`config.mk`:
```
export PLATFORM = sky130hd
export DESIGN_NAME = logic_unit_arbiter
export DESIGN_NICKNAME = d
export VERILOG_FILES = /design/src/rtl/logic_unit_arbiter.sv
export SDC_FILE = /design/constraint.sdc
export NUM_CORES = 1
export LEC_CHECK = 0
export CORE_UTILIZATION = 45
export DETAILED_ROUTE_END_ITERATION = 8
export MAX_ROUTING_LAYER = met4
export PLACE_DENSITY_LB_ADDON = 0.25
export SLEW_MARGIN = 10
export SYNTH_ARGS = -nofsm -noshare
export SYNTH_HDL_FRONTEND = slang
export SYNTH_SLANG_ARGS = --single-unit
```
`constraint.sdc`:
```
create_clock -name clock -period 3.42 [get_ports clock]
set_input_delay 0.684 -clock clock [delete_from_list [all_inputs] [get_ports clock]]
set_output_delay 0.684 -clock clock [all_outputs]
set_load 0.03 [all_outputs]
```
`src/rtl/logic_unit_arbiter.sv`:
```
// Two-port round-robin arbiter in front of one shared 32-bit bitwise logic unit.
// Each port gets a registered one-deep response slot with valid/ready handshaking.
module logic_unit_arbiter #(
  parameter int WIDTH = 32,
  parameter int CNT_W = 16
) (
  input  logic             clock,
  input  logic             reset_n,
  input  logic             a_req_valid,
  output logic             a_req_ready,
  input  logic [1:0]       a_op,
  input  logic [WIDTH-1:0] a_x,
  input  logic [WIDTH-1:0] a_y,
  output logic             a_rsp_valid,
  input  logic             a_rsp_ready,
  output logic [WIDTH-1:0] a_rsp_data,
  input  logic             b_req_valid,
  output logic             b_req_ready,
  input  logic [1:0]       b_op,
  input  logic [WIDTH-1:0] b_x,
  input  logic [WIDTH-1:0] b_y,
  output logic             b_rsp_valid,
  input  logic             b_rsp_ready,
  output logic [WIDTH-1:0] b_rsp_data,
  output logic             last_grant,
  output logic [CNT_W-1:0] contention_cnt
);

  localparam logic [CNT_W-1:0] CNT_MAX = {CNT_W{1'b1}};

  function automatic logic [WIDTH-1:0] logic_fn(input logic [1:0] op,
                                                input logic [WIDTH-1:0] x,
                                                input logic [WIDTH-1:0] y);
    logic [WIDTH-1:0] r;
    case (op)
      2'b00:   r = x & y;
      2'b01:   r = x | y;
      2'b10:   r = x ^ y;
      default: r = ~(x | y);
    endcase
    return r;
  endfunction

  function automatic logic [CNT_W-1:0] sat_inc(input logic [CNT_W-1:0] c);
    return (c == CNT_MAX) ? c : c + 1'b1;
  endfunction

  logic             elig_a, elig_b;
  logic             grant_a, grant_b;
  logic [1:0]       sel_op;
  logic [WIDTH-1:0] sel_x, sel_y, result;

  // A slot being drained this cycle can accept a new result at the same edge.
  assign elig_a  = a_req_valid & (~a_rsp_valid | a_rsp_ready);
  assign elig_b  = b_req_valid & (~b_rsp_valid | b_rsp_ready);
  assign grant_a = elig_a & (~elig_b | last_grant);
  assign grant_b = elig_b & (~elig_a | ~last_grant);

  assign a_req_ready = grant_a;
  assign b_req_ready = grant_b;

  assign sel_op = grant_b ? b_op : a_op;
  assign sel_x  = grant_b ? b_x  : a_x;
  assign sel_y  = grant_b ? b_y  : a_y;
  assign result = logic_fn(sel_op, sel_x, sel_y);

  always_ff @(posedge clock or negedge reset_n) begin
    if (!reset_n) begin
      a_rsp_valid    <= 1'b0;
      a_rsp_data     <= '0;
      b_rsp_valid    <= 1'b0;
      b_rsp_data     <= '0;
      last_grant     <= 1'b1;
      contention_cnt <= '0;
    end else begin
      if (grant_a) begin
        a_rsp_valid <= 1'b1;
        a_rsp_data  <= result;
      end else if (a_rsp_ready) begin
        a_rsp_valid <= 1'b0;
      end
      if (grant_b) begin
        b_rsp_valid <= 1'b1;
        b_rsp_data  <= result;
      end else if (b_rsp_ready) begin
        b_rsp_valid <= 1'b0;
      end
      if (grant_a)
        last_grant <= 1'b0;
      else if (grant_b)
        last_grant <= 1'b1;
      if (elig_a & elig_b)
        contention_cnt <= sat_inc(contention_cnt);
    end
  end

endmodule
```
==> flow_summary_export.csv <==
group,metric,value,unit
outcome,run_status,"finished, final reports clean",
worst_setup_path,crit_path_required_time,2740,ps
power,p_comb_share,51.6,%
floorplan,core_region_area,15400,um2
worst_setup_path,cp_slowest_cell,"clkdlybuf4s50_1",
worst_setup_path,critical_path.max_fanout,4,
power,clock_network_fraction_of_total_power,20.1,%
synth,synthDistinctLibCells,39,
synth,seq_cells_post_synth,83,
power,seq_power_share,28.3,%
timing,worstMarginPinSlew,920,ps
synth,postSynthCellCount,909,
worst_setup_path,cp.arrival,2420,ps
layout,fillCellCount,1330,
cts,cts.repair_timing.setup_buffer_count,0,
place,postPlaceCellArea,9610,um2
cts,root_buffer,"clkbuf_16",
worst_setup_path,critical_path_sink_type,"primary output",
worst_setup_path,timing.rr.end,"a_rsp_data[0]$_DFFE_PN0P_",
layout,final-instance-count-excl-fill,1319,
synth,syn_area,7160,um2
power,power.leakage,0.00455,uW
global_route,track_usage,26.9,%
detailed_routing,dr.first_iter.drc_count,418,
layout,layout.cells.most_common_list,"clkdlybuf4s50_1, nand2_1, dfrtp_1, inv_1, nor2_1",
power,worst_ir_drop_vdd,0.000297,V
worst_setup_path,worst_r2r_startpoint,"b_rsp_valid$_DFFE_PN0P_",
job,maxCapViolCount,0,
worst_setup_path,ff2ff_setup_slack,920,ps
timing,grt_setup_unrepaired,"false",
timing,setup_viol_count_final,0,
layout,layout_commonest_cell,"clkdlybuf4s50_1",
cts,post_cts_resize_count,0,
timing,final_min_period_over_clock_period,90.8,%
cts,clk_latency,350,ps
layout,post_route_cells_drive_above_1_share,5.51,%
worst_setup_path,number_of_buffer_and_inverter_instances_along_the_worst_setup_path,3,
layout,design.final.nets,1306,
detailed_routing,avgViaCountPerCell,5.31,
timing,post-route-min-period,3100,ps
worst_setup_path,critical_path.startpoint,"a_rsp_ready",
global_route,global_route_wire_length_before_repair,33700,um
power,netSwitchingFraction,41.8,%
synth,mappedNetlistNets,1112,
layout,num_antenna_cells,0,
timing,worst_case_headroom_to_the_max_slew_limit,38.6,%
power,switching_power,2260,uW
timing,timing_hold_violations_final,0,
cts,ctsHtreeMaxLevel,3,
floorplan,die_height,128,um
global_route,antenna_found_initial,0,
place,placed_cells,1303,
floorplan,start_util,46.6,%
layout,area_growth,38.8,%
cts,numClockSinks,83,
synth,synth_sequential_area_ratio,29.0,%
detailed_routing,detail_route.wirelength,20900,um
synth,yosysWarningCount,0,
worst_setup_path,critical_path_depth,6,
place,io_buffers,222,
worst_setup_path,criticalPathCategory,"in2out",
place,dp.final_hpwl,15200,um
layout,finalInstanceArea,9940,um2
worst_setup_path,critical_path.cell_chain,"clkdlybuf4s50_1 > nand2b_4 > nand2_1 > o21bai_2 > inv_2 > clkdlybuf4s50_1",
timing,max_freq,322,MHz
floorplan,std_cell_rows,45,
detailed_routing,antenna_violating_nets_post_route,0,
floorplan,dieArea,16400,um2
detailed_routing,vias_after_detailed_routing,7006,
floorplan,die_w,128,um
worst_setup_path,reg2regPathDepth,12,
worst_setup_path,timing.critical_path.from_type,"input port",
timing,clock_skew,8.85,ps
floorplan,design.portCount,223,
timing,setup_slack,315,ps
min_path,timing.hold.worst.class,"in2async",
global_route,grt_pass1_vias,6726,
cts,tritoncts,"yes",
global_route,maximum_number_of_pins_on_one_net_before_global_route_repair,85,
worst_setup_path,crit_end,"a_req_ready",
detailed_routing,wire_per_inst,15.9,um
cts,cts_clk_pin_slew_worst_paths,60,ps
timing,timing_max_transition_violations_final,0,
place,placement.setup.worst_slack,161,ps
cts,cts.path.max_buffers,2,
global_route,grt_remaining_overflow,0,
power,power_report.internal_total,3140,uW
worst_setup_path,crit_top_cell,"clkdlybuf4s50_1",
detailed_routing,remaining_routing_drc_violations,0,
cts,cts_hold_buffers,0,
worst_setup_path,cp_slowest_stage_delay,710,ps
synth,postSynthAreaPerCell,7.87,um2
detailed_routing,drt_pre_antenna_iters,5,
worst_setup_path,timing.critical_path.max_delay_family,"buffers and inverters",
power,power.density,544,nW/um2
place,globalplace.congestion,0.844,
timing,setup_total_negative_slack,0,ps
cts,cts_inserted_buffers,9,
-- synth_stat cells (all sizes together) --
library cell,instances,area (um2)
a311o,1,10.0
ha,65,813
a221oi,16,140
clkinv,1,3.75
mux2i,65,663
dfrtp,82,2050
nor2,68,255
nor2b,4,25.0
xor2,7,61.3
a211o,1,8.76
nand3,13,65.1
a31oi,11,68.8
o211ai,16,120
inv,68,255
buf,22,106
clkbuf,41,154
mux2,18,203
nand2,169,634
a21oi,61,305
and2,2,12.5
a211oi,1,7.51
xnor2,49,429
nor3,7,35.0
dfstp,1,26.3
and4,4,35.0
o21bai,1,7.51
and3,12,75.1
nand4,7,43.8
o21ai,65,325
nand2b,15,101
a32oi,6,52.6
o22ai,10,62.6
-- logic make-up (layout without fill, tap and decap cells) --
family,after synthesis,after routing,synth area share (%)
buffers and inverters,132,331,7.25
AND/OR/NAND/NOR,301,301,17.9
multiplexers,83,83,12.1
adder cells (fa/ha/maj),65,65,11.4
XOR/XNOR,56,56,6.85
AO/OA/AOI/OAI,189,189,15.5
flip-flops,83,83,29.0
-- flip-flops by register name (all words and copies together), names as in the netlist --
register,count
a_rsp_data,32
a_rsp_valid,1
b_rsp_data,32
b_rsp_valid,1
contention_cnt,16
last_grant,1
-- worst min-delay path by stage --
stage | from | end | slack [ps] | depth (start not counted)
4_1_cts | reset_n | b_rsp_data[17]$_DFFE_PN0N_ | 470 | 1
2_1_floorplan | reset_n | a_rsp_data[0]$_DFFE_PN0P_ | 390 | 0
5_1_grt | b_rsp_data[13]$_DFFE_PN0N_ | b_rsp_data[13]$_DFFE_PN0N_ | 510 | 2
3_3_place_gp | b_rsp_data[27]$_DFFE_PN0N_ | b_rsp_data[27]$_DFFE_PN0N_ | 460 | 2
3_5_place_dp | b_rsp_data[12]$_DFFE_PN0N_ | b_rsp_data[12]$_DFFE_PN0N_ | 470 | 2
6_report | reset_n | a_rsp_data[13]$_DFFE_PN0P_ | 440 | 1
-- routing by layer --
layer	vias to the layer above	track usage [%]	share of wire (%)
met2	255	43.4	47
met4	0	11.0	2.5
li1	3470	-	-
met3	41	3.63	5.9
met5	-	-	0
met1	3240	33.9	44
-- power groups by stage --
stage	sequential (uW)	clock (uW)	combinational [uW]
after CTS	1530	1110	2800
after global placement	1530	0	2750
after global routing	1570	1140	3020
after detailed placement	1540	0	2790
final	1530	1090	2790
after floorplan	2070	0	1110
-- through the flow --
step	hold WS, ps	utilization (%)	total power (uW)
floorplan	388	-	3180
global placement	462	62.5	4280
detailed placement	472	62.5	4330
CTS	471	64.7	5440
global route	513	64.7	5730
finish	444	64.7	5410
-- area by class of cell --
cell class              instances  area (um2)  area share (%)
clock inverters                 7         104            1.04
repair buffers                246        2440            24.5
multi-input cells             694        4570            46.0
flip-flops and latches         83        2080            20.9
well taps                     211         264            2.66
inverters                      69         259            2.61
clock buffers                   9         225            2.27
-- worst register-to-register path, delay by kind of cell (launching register included) --
family / cells / cell delay [ps]
AOI/OAI and AO/OA: 3 / 720
adders and majority gates: 1 / 280
buffers and inverters: 3 / 440
DFF: 1 / 390
muxes: 1 / 220
and+or+nand+nor: 4 / 370
Note: power is estimated with default switching activity, not from simulation.
